File: config.mk
export PLATFORM = sky130hd
export DESIGN_NAME = scan_ctrl
export DESIGN_NICKNAME = d
export VERILOG_FILES = /design/src/rtl/scan_ctrl_pkg.sv /design/src/rtl/scan_misr.sv /design/src/rtl/scan_ctrl.sv
export SDC_FILE = /design/constraint.sdc
export NUM_CORES = 1
export LEC_CHECK = 0
export BUFFER_PORTS_ARGS = -buffer_cell sky130_fd_sc_hd__buf_4
export CAP_MARGIN = 20
export CELL_PAD_IN_SITES_DETAIL_PLACEMENT = 1
export CELL_PAD_IN_SITES_GLOBAL_PLACEMENT = 1
export CORE_ASPECT_RATIO = 2
export CORE_UTILIZATION = 28
export CTS_CLUSTER_DIAMETER = 50
export DETAILED_ROUTE_END_ITERATION = 10
export HOLD_SLACK_MARGIN = 0.05
export PLACE_DENSITY_LB_ADDON = 0.1
export SLEW_MARGIN = 20
export SYNTH_ARGS = -nofsm -noshare
export SYNTH_HDL_FRONTEND = slang
export SYNTH_SLANG_ARGS = --single-unit
File: constraint.sdc
create_clock -name clk -period 3.5 [get_ports clk]
set_input_delay 0.7 -clock clk [delete_from_list [all_inputs] [get_ports clk]]
set_output_delay 0.7 -clock clk [all_outputs]
set_load 0.02 [all_outputs]
File: src/rtl/scan_ctrl_pkg.sv
// Shared types and constants for the scan test controller.
// The MISR constants are consumed only when SCAN_CTRL_MISR_EN is defined.
package scan_ctrl_pkg;

    typedef enum logic [2:0] {
        ST_IDLE,
        ST_SHIFT,
        ST_CAPTURE,
        ST_UNLOAD,
        ST_DONE
    } state_t;

    localparam logic [15:0] MISR_POLY = 16'h1021;
    localparam logic [15:0] MISR_SEED = 16'hFFFF;

    // One MISR step: shift left, fold the dropped MSB back through the
    // polynomial taps, and XOR the new response bit into bit 0.
    function automatic logic [15:0] misr_next(input logic [15:0] sig, input logic din);
        logic [15:0] fb;
        fb = sig[15] ? MISR_POLY : 16'h0000;
        return {sig[14:0], 1'b0} ^ fb ^ {15'h0000, din};
    endfunction

endpackage

File: src/rtl/scan_misr.sv
// 16-bit multiple-input signature register over the scan response stream.
// Only present in builds with SCAN_CTRL_MISR_EN defined.
`ifdef SCAN_CTRL_MISR_EN
module scan_misr
    import scan_ctrl_pkg::*;
(
    input  logic        clk,
    input  logic        reset,
    input  logic        clr,
    input  logic        en,
    input  logic        din,
    output logic [15:0] sig
);

    logic [15:0] sig_reg;

    always_ff @(posedge clk) begin
        if (reset) begin
            sig_reg <= 16'h0000;
        end else if (clr) begin
            sig_reg <= MISR_SEED;
        end else if (en) begin
            sig_reg <= misr_next(sig_reg, scan_din_fix(din));
        end
    end

    function automatic logic scan_din_fix(input logic d);
        return d;
    endfunction

    assign sig = sig_reg;

endmodule
`endif

File: src/rtl/scan_ctrl.sv
// Scan test controller: shifts patterns into a chain, captures, compares the
// unloaded response. Optional response MISR enabled by SCAN_CTRL_MISR_EN.
module scan_ctrl
    import scan_ctrl_pkg::*;
#(
    parameter  int MAX_LEN = 1024,
    localparam int LEN_W   = $clog2(MAX_LEN + 1)
) (
    input  logic             clk,
    input  logic             reset,
    input  logic             start,
    input  logic [LEN_W-1:0] chain_len,
    input  logic [7:0]       n_patterns,
    input  logic             pat_valid,
    input  logic             pat_bit,
    input  logic             exp_bit,
    input  logic             exp_mask,
    output logic             pat_ready,
    output logic             scan_en,
    output logic             scan_in0,
    output logic             scan_clk_en,
    input  logic             scan_out0,
    output logic             busy,
    output logic             done,
    output logic             fail,
    output logic [7:0]       fail_count,
    output logic [15:0]      signature
);

    state_t           state_reg;
    logic [LEN_W-1:0] len_reg;
    logic [LEN_W-1:0] bit_cnt_reg;
    logic [7:0]       npat_reg;
    logic [7:0]       pat_cnt_reg;
    logic [7:0]       fail_cnt_reg;
    logic             scan_en_reg;
    logic             pat_ready_reg;
    logic             busy_reg;
    logic             done_reg;
    logic             fail_reg;

    logic in_shift;
    logic in_unload;
    logic beat;
    logic cmp_en;
    logic mismatch;
    logic last_bit;

    assign in_shift  = (state_reg == ST_SHIFT);
    assign in_unload = (state_reg == ST_UNLOAD);
    assign beat      = pat_ready_reg & pat_valid;
    assign last_bit  = (bit_cnt_reg == (len_reg - LEN_W'(1)));

    // The first pattern's shift unloads whatever the chain held before the
    // run, so only later shifts and the final unload are compared.
    assign cmp_en   = beat & (in_unload | (in_shift & (pat_cnt_reg != 8'd0)));
    assign mismatch = cmp_en & exp_mask & (scan_out0 ^ exp_bit);

    assign scan_clk_en = beat | (state_reg == ST_CAPTURE);
    assign scan_in0    = beat & in_shift & pat_bit;

    always_ff @(posedge clk) begin
        if (reset) begin
            state_reg     <= ST_IDLE;
            len_reg       <= '0;
            bit_cnt_reg   <= '0;
            npat_reg      <= 8'd0;
            pat_cnt_reg   <= 8'd0;
            fail_cnt_reg  <= 8'd0;
            scan_en_reg   <= 1'b0;
            pat_ready_reg <= 1'b0;
            busy_reg      <= 1'b0;
            done_reg      <= 1'b0;
            fail_reg      <= 1'b0;
        end else begin
            done_reg <= 1'b0;
            case (state_reg)
                ST_IDLE: begin
                    if (start) begin
                        len_reg      <= chain_len;
                        npat_reg     <= n_patterns;
                        pat_cnt_reg  <= 8'd0;
                        bit_cnt_reg  <= '0;
                        fail_cnt_reg <= 8'd0;
                        fail_reg     <= 1'b0;
                        busy_reg     <= 1'b1;
                        if (chain_len == '0 || n_patterns == 8'd0) begin
                            state_reg <= ST_DONE;
                            done_reg  <= 1'b1;
                        end else begin
                            state_reg     <= ST_SHIFT;
                            scan_en_reg   <= 1'b1;
                            pat_ready_reg <= 1'b1;
                        end
                    end
                end
                ST_SHIFT, ST_UNLOAD: begin
                    if (beat) begin
                        if (mismatch) begin
                            fail_reg <= 1'b1;
                            if (fail_cnt_reg != 8'hFF) begin
                                fail_cnt_reg <= fail_cnt_reg + 8'd1;
                            end
                        end
                        if (last_bit) begin
                            bit_cnt_reg   <= '0;
                            scan_en_reg   <= 1'b0;
                            pat_ready_reg <= 1'b0;
                            if (in_shift) begin
                                state_reg   <= ST_CAPTURE;
                                pat_cnt_reg <= pat_cnt_reg + 8'd1;
                            end else begin
                                state_reg <= ST_DONE;
                                done_reg  <= 1'b1;
                            end
                        end else begin
                            bit_cnt_reg <= bit_cnt_reg + LEN_W'(1);
                        end
                    end
                end
                ST_CAPTURE: begin
                    state_reg     <= (pat_cnt_reg == npat_reg) ? ST_UNLOAD : ST_SHIFT;
                    scan_en_reg   <= 1'b1;
                    pat_ready_reg <= 1'b1;
                end
                ST_DONE: begin
                    state_reg <= ST_IDLE;
                    busy_reg  <= 1'b0;
                end
                default: begin
                    state_reg <= ST_IDLE;
                end
            endcase
        end
    end

    assign scan_en    = scan_en_reg;
    assign pat_ready  = pat_ready_reg;
    assign busy       = busy_reg;
    assign done       = done_reg;
    assign fail       = fail_reg;
    assign fail_count = fail_cnt_reg;

`ifdef SCAN_CTRL_MISR_EN
    scan_misr u_misr (
        .clk   (clk),
        .reset (reset),
        .clr   ((state_reg == ST_IDLE) & start),
        .en    (cmp_en),
        .din   (scan_out0),
        .sig   (signature)
    );
`else
    assign signature = 16'h0000;
`endif

endmodule

After elaboration in Yosys (flattened, before gate mapping)
Cells that the tools add are included.
{"block": "word_totals", "register_bits": 53, "inputBits": 27, "output_inout_bits": 31, "wordCells": 92}
{"block": "op_classes", "addsub": 4, "eq_ne": 14, "mux": 37, "bitwise_logic": 10, "n_reduce_logical": 17}
{"operator": "8-bit 2-to-1 mux", "count": 7}
{"operator": "11-bit 2-to-1 mux", "count": 3}
{"operator": "8-bit case mux with 2 select lines", "count": 2}
{"operator": "11-bit case mux with 2 select lines", "count": 1}
{"operator": "8-bit by 1-bit adder with 8-bit output, second input constant", "count": 2}
{"operator": "3-bit 2-to-1 mux", "count": 5}
{"operator": "5-bit AND reduction", "count": 3}
{"operator": "2-bit != test, second input constant", "count": 7}
{"operator": "1-bit 2-to-1 mux", "count": 13}
{"operator": "11-bit by 1-bit adder with 11-bit output, second input constant", "count": 1}
{"operator": "11-bit == test", "count": 1}
{"operator": "11-bit zero test", "count": 1}
{"operator": "11-bit by 1-bit subtractor with 11-bit output, second input constant", "count": 1}
{"operator": "3-bit case mux with 3 select lines", "count": 1}
{"operator": "8-bit == test", "count": 1}
{"operator": "8-bit zero test", "count": 1}
{"operator": "8-bit != test, second input constant", "count": 1}
{"operator": "8-bit nonzero test", "count": 1}
{"operator": "1-bit bitwise AND", "count": 7}
{"operator": "3-bit by 2-bit == test with 1-bit output, second input constant", "count": 2}
{"operator": "1-bit case mux with 2 select lines", "count": 3}
{"operator": "3-bit AND reduction", "count": 2}
{"operator": "2-bit AND reduction", "count": 2}
{"operator": "4-bit AND reduction", "count": 1}
{"operator": "11 further kinds", "count": 13}

Depth between registers and ports, before layout
Gate-level depths: netlist of the first run.
{"block": "depth", "depth_word": 9, "ltp_mapped": 10, "depth_no_buf": 9}

Worst setup path after synthesis of the first run
OpenSTA, ideal clock, no wires.
{"block": "synth_timing", "path_type": "reg2reg", "startpoint": "register len_reg[0]", "endpoint": "register pat_cnt_reg[7]", "t_arrival_ns": 2.746, "required_time_ns": 3.382, "setup_slack_ns": 0.636, "path_stages_with_launch": 10, "n_path_buf": 0, "synth_period_minus_slack_ns": 2.864, "cell_sequence": "dfxtp_1 -> inv_1 -> ha_1 -> nand2b_1 -> or3_1 -> a2111o_1 -> a211o_1 -> o41a_1 -> or4_1 -> mux2i_1"}
{"block": "synth_between", "elab_chain_len": 4}
{"item": "start: declaration", "line": "scan_ctrl.sv:31", "rtl": "logic [LEN_W-1:0] len_reg;"}
{"item": "start signal: assignment", "line": "scan_ctrl.sv:80", "rtl": "len_reg <= chain_len;"}
{"item": "11-bit by 1-bit subtractor with 11-bit output", "line": "scan_ctrl.sv:52", "rtl": "assign last_bit = (bit_cnt_reg == (len_reg - LEN_W'(1)));"}
{"item": "11-bit == test", "line": "scan_ctrl.sv:52"}
{"item": "2-bit != test (no source line)"}
{"item": "5-bit AND reduction (no source line)"}
{"item": "end signal: assignment", "line": "scan_ctrl.sv:111", "rtl": "pat_cnt_reg <= pat_cnt_reg + 8'd1;"}
{"item": "end: declaration", "line": "scan_ctrl.sv:34", "rtl": "logic [7:0] pat_cnt_reg;"}
Every way passes these cells.
A chain may end at the register's enable or synchronous reset.

Final worst setup path of the first run
Ends and elaborated chain as after synthesis.

==> metrics, run 1 <==
fillers=roughly 1300; Initial Utilization=between 20 and 30%; Residual DRC=0; Worst Path Class, Setup=reg2reg; final setup vio count=0; skew final=slightly below 9 ps; RSZ-0062 raised after global routing=false; share of the synthesized area in the top cell type=36.4%; post-synthesis cell count=371; Tmin final=roughly 3200 ps; Hold Path End=npat_reg[2]; Final TNS setup=0 ps; Post-synth top flop=dfxtp_1; largest net degree at the start of global routing=38; syn_area_per_cell=~7.9 um^2; sequential area share after synthesis=about 36%; fmax=308 MHz; delay-heaviest family, CP=compound AO/OA/AOI/OAI gates; CTS tree=yes; DR pass1 iterations=4; Hold Buf Count CTS=0; CTS buffer count=5; metal3 WL=around 160 um; Post-synth EDFFs=0; GP Congestion=between 0.7 and 0.8; #FFs+latches synth=53; Initial DRC Count=about 100; post-cts sizing count=0; peak supply drop=0.289 mV; Global Route Usage Sum=between 10% and 20%; post-synth cell types=46; met2 wire length=between 5000 and 6000 um; Vias/cell=roughly 5.0; Slew Limit Fails=0; H-tree Lvls=2; final period utilization=between 90 and 100%; WL met1=slightly above 3000 um; reg2reg setup slack=about 250 ps; Hold Path Class=reg2reg; critical path fanouts, max=16; CP Data Arrival Time=3430 ps; Slew HR=between 50 and 60%; wirelength, routed=~8800 um; clk buf depth=2; ANT cells=0; Num Clock Sinks=53; Yosys top cell by area=dfxtp_1; initial antenna violation count=0; first-pass GRT wire length=between 10000 and 15000 um; share of layout cells above drive strength 1=between 10% and 20%; Worst path max stage delay=~610 ps; Hold Path Stages=2; source of the worst hold timing path=npat_reg[2]; Vias=2676; slack of the critical path=about 250 ps; Die Span Y=roughly 150 um; number of max-cap violations=0; slew at the pin closest to its max-slew limit=694 ps; DP HPWL=approximately 6800 um; number of global-route vias before repair=~2800; Reg2Reg Depth=9; Yosys warnings=0; CP max-delay cell=or4_1; clock slew at reported path FFs=around 70 ps; CP endpoint kind=flop; Area growth, synth to finish=18.8%; most common cell after layout, fill and taps aside=nand2_1; post-route antenna net violation count=0; Ports=58; Layout Nets=about 440; uppermost routed layer=met4; Synth async-reset ratio=0%; most frequent cells in the layout=nand2_1 (62), dfxtp_1 (53), buf_4 (46), a21oi_1 (36), nor2_1 (28); RR Endpoint=pat_cnt_reg[7]; CP required=3680 ps; final hold vios=0; Buffers & Inverters on Critical Path=1; die area=approximately 11000 um^2; Pwr Density=~500 nW/um^2; wire length per cell=around 16 um; total grt overflow=0; Area contributors post-synth=dfxtp_1 (36%), nand2_1 (8.0%), a21oi_1 (6.2%), xnor2_1 (5.7%), xor2_1 (4.8%); run status=complete, no violations; port bufs=~40; CP Cell Sequence=inv_1 > ha_1 > nand2b_1 > or3_1 > a2111o_1 > a211o_1 > o41a_1 > or4_1 > mux2i_1; Post-CTS Setup Bufs=0; Cell Rows=52; Core Area=~10000 um^2; critical register-to-register path startpoint=len_reg[0]; Clock Latency Late Sink=~300 ps; Die W=74.2 um; P_leak=0.00132 uW; fin util=between 30% and 40%; Syn Std Cell Area=around 3000 um^2; Root Driver=clkbuf_16; dpl ws=roughly 250 ps; CP Launch Type=flop
worst min-delay path, stage by stage, from the launching register on:
cell,delay (ps)
dfxtp_1,320
nand2_1,50
a21oi_1,50
worst max-delay path by stage:
stage | start | endpoint | cells after the start | slack (ps)
2_1_floorplan | len_reg[0] | pat_cnt_reg[7] | 9 | 640
3_3_place_gp | len_reg[0] | pat_cnt_reg[7] | 9 | 340
3_5_place_dp | len_reg[0] | pat_cnt_reg[7] | 9 | 250
4_1_cts | len_reg[0] | pat_cnt_reg[7] | 9 | 230
5_1_grt | len_reg[0] | pat_cnt_reg[7] | 9 | 80
6_report | len_reg[0] | pat_cnt_reg[7] | 9 | 250
power by group:
part	internal (uW)	switching [uW]
clock network	357	231
registers	644	61.2
logic	177	291
total	1180	583
metrics by stage:
| step | hold slack [ps] | instances | total power, uW | cell area, um^2 |
|---|---|---|---|---|
| final | 470 | 540 | 1760 | 3470 |
| after global routing | 492 | 540 | 1870 | 3470 |
| after CTS | 474 | 540 | 1790 | 3470 |
| after detailed placement | 464 | 532 | 1190 | 3290 |
| after global placement | 460 | 532 | 1190 | 3290 |
| after floorplan | 448 | 386 | 1040 | 2970 |
cell usage after synthesis (all sizes together) (6+ instances only):
cell type	instances
nor4	11
nand4	12
and2	6
nand2	62
or3	7
nor2	28
a21oi	36
o21ai	7
xor2	16
nor3	7
nand3	9
xnor2	19
and3	6
buf	20
dfxtp	53
clkbuf	15
layout make-up:
type / instances / area [um^2] / area share (%)
clock buffers: 6 / 139 / 4.01
clock inverters: 2 / 37.5 / 1.08
inverters: 5 / 18.8 / 0.542
multi-input cells: 293 / 1700 / 48.9
flip-flops and latches: 53 / 1060 / 30.6
well taps: 135 / 169 / 4.87
repair buffers: 46 / 345 / 9.96
routing by layer:
layer  track usage, %  up-vias
met4             5.19        0
met2             35.0       33
met3             2.21        8
li1                 -     1325
met5                0        -
met1             17.0     1310
cells by family after synthesis:
logic type	synth area share, %
adder cells (fa/ha/maj)	2.15
buffers and inverters	7.42
AND/OR/NAND/NOR	28.8
multiplexers	1.42
flip-flops	36.4
other	0.129
AO/OA/AOI/OAI	13.2
XOR/XNOR	10.5
Power figures use the tool's default switching activity.
==> run 2, diff against run 1 <==
--- a/config.mk
+++ b/config.mk
@@ -5,6 +5,7 @@
 export SDC_FILE = /design/constraint.sdc
 export NUM_CORES = 1
 export LEC_CHECK = 0
+export ABC_AREA = 1
 export BUFFER_PORTS_ARGS = -buffer_cell sky130_fd_sc_hd__buf_4
 export CAP_MARGIN = 20
 export CELL_PAD_IN_SITES_DETAIL_PLACEMENT = 1
==> run 2 against run 1 <==
Compared with the run above: power is 51% higher; flip-flop and latch count unchanged; fmax rose by 44%; sequential share of layout area fell by 2.3 points; hold slack gained 13 ps; non-clock buffer count down 2; final cell count increased by 20%; count of clock-buffer cells in the layout grew 2; design area is 8.2% higher.
==> metrics, run 2 <==
run status=complete, no violations; Buffers & Inverters on Critical Path=3 (+2); CP endpoint kind=flop; skew final=6.10 ps (-2.65 ps); clk buf depth=2 (unchanged); largest net degree at the start of global routing=30 (-21%); H-tree Lvls=2 (unchanged); clock slew at reported path FFs=70 ps (about the same); P_leak=0.00164 uW (+24%); Switching Fraction=47.0% (+14 points); number of global-route vias before repair=3215 (+14%); Hold Path End=npat_reg[0]; fmax=443 MHz (+44%); Synth top cells by count=nand2_1 (107), dfxtp_1 (53), inv_1 (42); wirelength, routed=10200 um (+16%); most common cell after layout, fill and taps aside=nand2_1; Pwr Density=708 nW/um^2 (+39%); sequential area share after synthesis=32.6% (-3.7 points); Residual DRC=0 (unchanged); fillers=1471 (+15%); CTS buffer count=5 (unchanged); Post-synth EDFFs=0 (unchanged); Core Area=11300 um^2 (+11%); Psw=1250 uW (+110%); final setup vio count=0 (unchanged); Syn Std Cell Area=3250 um^2 (+11%); RSZ-0062 raised after global routing=false; crit-path most repeated cell=nor2_1; peak supply drop=0.285 mV (-1.4%); syn_area_per_cell=6.92 um^2 (-12%); Hold Path Stages=2 (unchanged); Worst Path Class, Setup=reg2reg; Area contributors post-synth=dfxtp_1 (33%), nand2_1 (12%), a21oi_1 (5.9%), nand3_1 (5.7%), xor2_1 (5.1%); share of layout cells above drive strength 1=15.3% (+0.96 points); Yosys top cell by area=dfxtp_1; GP Congestion=0.807 (+4.8%); CP Launch Type=flop; Post-CTS Setup Bufs=0 (unchanged); Global Route Usage Sum=17.9% (+0.57 points); Clock Latency Late Sink=290 ps (about the same); ANT cells=0 (unchanged); Vias=3084 (+15%); wire length per cell=15.8 um (-2.8%); die area=12100 um^2 (+11%); Slew HR=62.5% (+8.9 points); critical path fanouts, max=13 (-3); CP Data Arrival Time=2460 ps (-970 ps); delay-heaviest family, CP=simple AND/OR/NAND/NOR gates; CP Cell Sequence=inv_2 > ha_1 > inv_1 > nand2_1 > nand2_1 > nor2_1 > nand3_1 > nor2_1 > nand3_1 > nor2_1 > nand2_2 > nand2_4 > nand3b_4 > nand2_2 > or2_1 > inv_1; Area growth, synth to finish=15.4%; Tmin final=2260 ps (-990 ps); first-pass GRT wire length=16400 um (+15%); initial antenna violation count=0 (unchanged); Die W=78.2 um (+5.4%); critical register-to-register path startpoint=len_reg[0]; worst hold slack=483 ps (+12.8 ps); number of max-cap violations=0 (unchanged); post-route antenna net violation count=0 (unchanged); post-synthesis cell count=470 (+27%); post-synth cell types=39 (-15%); reg2reg setup slack=1240 ps (+990 ps); DR pass1 iterations=4 (unchanged); Worst path max stage delay=370 ps (-240 ps); CP max-delay cell=dfxtp_1; port bufs=41 (unchanged); post-cts sizing count=0 (unchanged); slew at the pin closest to its max-slew limit=559 ps (-135 ps); P_int=1410 uW (+19%); DP HPWL=8340 um (+22%); Critical Path Stages=16 (+7); Die Span Y=154 um (+5.5%); Synth async-reset ratio=0% (unchanged); CP required=3700 ps (+20 ps); clock network power share=18.3% (-15 points); Ports=58 (unchanged); Initial DRC Count=66 (-36%); top-count cell post-synth=nand2_1; Yosys warnings=0 (unchanged); Hold Buf Count CTS=0 (unchanged); total grt overflow=0 (unchanged); share of the synthesized area in the top cell type=32.6% (-3.7 points); Pwr Total=2660 uW (+51%); Layout Nets=535 (+23%); #FFs+latches synth=53 (unchanged); Post-synth top flop=dfxtp_1; Comb pwr share=50.8% (+24 points); Num Clock Sinks=53 (unchanged); Cell Rows=55 (+5.8%); Hold Path Class=reg2reg; source of the worst hold timing path=npat_reg[0]; RR Endpoint=bit_cnt_reg[2]; Slew Limit Fails=0 (unchanged); final period utilization=64.5% (-28 points); Vias/cell=4.77 (-3.7%); Final TNS setup=0 ps (unchanged); Root Driver=clkbuf_16; most frequent cells in the layout=nand2_1 (107), dfxtp_1 (53), buf_4 (44), inv_1 (42), a21oi_1 (38); final hold vios=0 (unchanged); CTS tree=yes; Initial Utilization=28.8% (+0.067 points); sequential share of power=30.9% (-9.1 points); Reg2Reg Depth=16 (+7)
-- run 2: area by class of cell --
class                      count  area, um^2  area share, %
sequential                    53        1060           28.3
multi-input combinational    349        1860           49.5
clock buffer                   8         136           3.64
timing repair buffer          44         330           8.81
inverter                      50         188           5.01
tap                          142         178           4.74
-- run 2: logic make-up after synthesis --
logic type | share of synthesized area, %
other | 0.115
buffers and inverters | 12.0
adders and majority gates | 1.92
xor gates and xnor gates | 7.27
DFF | 32.6
AOI/OAI and AO/OA | 10.2
and+or+nand+nor | 35.9
-- run 2: layer usage --
layer | vias to the layer above | wire length [um] | GRT usage (%)
met2 | 35 | 6260 | 37.9
met4 | 0 | 266 | 7.14
li1 | 1564 | - | -
met1 | 1469 | 3550 | 16.1
met3 | 16 | 170 | 2.18
met5 | - | 0 | 0
-- run 2: worst max-delay path by stage --
stage / end / startpoint
4_1_cts: bit_cnt_reg[2] / len_reg[0]
6_report: bit_cnt_reg[2] / len_reg[0]
3_5_place_dp: bit_cnt_reg[2] / len_reg[0]
5_1_grt: pat_cnt_reg[1] / len_reg[0]
2_1_floorplan: scan_in0 / pat_valid
3_3_place_gp: pat_cnt_reg[1] / pat_valid
-- run 2: metrics by stage --
stage | worst slack (ps) | std cells | area [um^2] | util [%]
after floorplan | 1440 | 485 | 3310 | -
after detailed placement | 1210 | 638 | 3610 | 32.0
after global routing | 904 | 646 | 3750 | 33.2
after CTS | 1200 | 646 | 3750 | 33.2
after global placement | 1280 | 638 | 3610 | 32.0
final | 1240 | 646 | 3750 | 33.2
-- run 2: worst reg2reg max path, cell delays in order (launching register included) --
cell      delay (ps)
dfxtp_1          370
inv_2             70
ha_1             320
inv_1             50
nand2_1           60
nand2_1           50
nor2_1            90
nand3_1           70
nor2_1           150
nand3_1           90
nor2_1           120
nand2_2          100
nand2_4          180
nand3b_4         130
nand2_2          160
or2_1            140
inv_1             30
-- run 2: power groups by stage --
stage	combinational [uW]	sequential [uW]	clock, uW
floorplan	1020	809	0
global placement	1350	839	0
detailed placement	1380	841	0
CTS	1380	827	511
global route	1510	841	528
finish	1350	822	486
==> run 3, diff against run 2 <==
==> constraint.sdc (replaced) <==
create_clock -name clk -period 2.35 [get_ports clk]
set_input_delay 0.47 -clock clk [delete_from_list [all_inputs] [get_ports clk]]
set_output_delay 0.47 -clock clk [all_outputs]
set_load 0.02 [all_outputs]
==> run 3 against run 2 <==
Compared with the run above: global-route usage about the same; count of clock-buffer cells in the layout fell by 1; non-clock buffer count increased by 5; utilization up 0.67 points; power grew 54%; setup slack lost 990 ps; hold slack worse by 23 ps; design area up 2.0%; largest cell class unchanged.
==> metrics, run 3 (synthesis gave the netlist of run 2 again) <==
wirelength, routed=10100 um (-1.8%); Root Driver=clkbuf_16; final period utilization=89.4%; Ports=58 (unchanged); clk buf depth=2 (unchanged); clock slew at reported path FFs=70 ps (about the same); number of max-cap violations=0 (unchanged); Vias/cell=4.75 (-0.51%); largest net degree at the start of global routing=28 (-6.7%); Worst path max stage delay=330 ps (-40 ps); Slew HR=64.8% (+2.3 points); post-route antenna net violation count=0 (unchanged); die area=12100 um^2 (unchanged); final setup vio count=0 (unchanged); CP max-delay cell=dfxtp_1; H-tree Lvls=2 (unchanged); Pwr Density=1070 nW/um^2 (+51%); Area growth, synth to finish=17.7%; Residual DRC=0 (unchanged); RSZ-0062 raised after global routing=false; CP Data Arrival Time=1630 ps (-830 ps); critical path fanouts, max=8 (-5); Initial Utilization=28.8% (unchanged); post-cts sizing count=0 (unchanged); final hold vios=0 (unchanged); wire length per cell=15.4 um (-2.6%); Final TNS setup=0 ps (unchanged); Initial DRC Count=83 (+26%); CP Launch Type=flop; Core Area=11300 um^2 (unchanged); Layout Nets=540 (+0.93%); Reg2Reg Depth=15 (-1); GP Congestion=0.862 (+6.8%); CTS tree=yes; Post-CTS Setup Bufs=0 (unchanged); Num Clock Sinks=53 (unchanged); Vias=3092 (+0.26%); CP required=1880 ps (-1820 ps); Cell Rows=55 (unchanged); worst hold slack=460 ps (-22.6 ps); DR pass1 iterations=4 (unchanged); Hold Buf Count CTS=0 (unchanged); initial antenna violation count=0 (unchanged); Hold Path Class=in2reg; ANT cells=0 (unchanged); first-pass GRT wire length=16400 um (unchanged); Die Span Y=154 um (unchanged); CTS buffer count=5 (unchanged); number of global-route vias before repair=3349 (+4.2%); CP Cell Sequence=inv_1 > nor2_1 > buf_4 > buf_4 > nand2_1 > nor3b_1 > buf_4; slew at the pin closest to its max-slew limit=527 ps (-31.8 ps); Clock Latency Late Sink=300 ps (about the same); Global Route Usage Sum=17.9% (-0.040 points); peak supply drop=0.407 mV (+43%); most frequent cells in the layout=nand2_1 (107), dfxtp_1 (53), buf_4 (49), inv_1 (42), a21oi_1 (38); DP HPWL=8360 um (+0.18%); run status=complete, no violations; skew final=9.67 ps (+3.57 ps); total grt overflow=0 (unchanged); Slew Limit Fails=0 (unchanged); CP endpoint kind=output pin; crit-path most repeated cell=buf_4; share of layout cells above drive strength 1=16.9% (+1.6 points); Hold Path Stages=3 (+1); most common cell after layout, fill and taps aside=nand2_1; Tmin final=2100 ps; Worst Path Class, Setup=reg2out; port bufs=41 (unchanged); fmax=between 400 and 500 MHz; P_leak=0.00168 uW (+2.7%); Die W=78.2 um (unchanged)
==> run 3: power by group <==
group	internal (uW)	leakage, uW	total, uW	switching, uW
registers	1050	0.000432	1220	172
clock network	452	0.0000799	789	336
logic	696	0.00117	2060	1370
total	2200	0.00168	4080	1880
==> run 3: worst max-delay path: cells and delay by family, from the launching register on <==
family | cells | cell delay, ps
DFF | 1 | 330
and+or+nand+nor | 3 | 400
buffers and inverters | 4 | 610
==> run 3: per-stage QoR <==
step           cell area [um^2]  utilization [%]  instances  setup slack [ps]  total power (uW)
3_5_place_dp               3650             32.4        643               136              3340
4_1_cts                    3810             33.7        651               135              4140
6_report                   3820             33.9        651               250              4080
5_1_grt                    3820             33.9        651              30.7              4430
2_1_floorplan              3310                -        485               526              2730
3_3_place_gp               3650             32.4        643               248              3320
==> run 3: final timing paths <==
path / from / end / slack, ps
worst min-delay path: n_patterns[0] / npat_reg[0] / 460
worst max-delay path: state_reg[0] / scan_in0 / 250
worst min register to register: npat_reg[2] / npat_reg[2] / 480
worst max register to register: len_reg[0] / pat_cnt_reg[1] / 260
==> run 3: per-layer routing <==
layer,share of wire [%],global-route usage [%],up-vias
li1,-,-,1566
met1,34,15.6,1468
met2,60,37.3,38
met3,1.4,1.95,20
met4,4.8,9.70,0
met5,0,0,-
==> run 3: final cells by class <==
type                            count  area (um^2)
Inverter                           50          188
Clock buffer                        7          153
Sequential cell                    53         1060
Timing Repair Buffer               49          368
Clock inverter                      1         5.00
Fill cell                        1439         7460
Multi-Input combinational cell    349         1870
Tap cell                          142          178
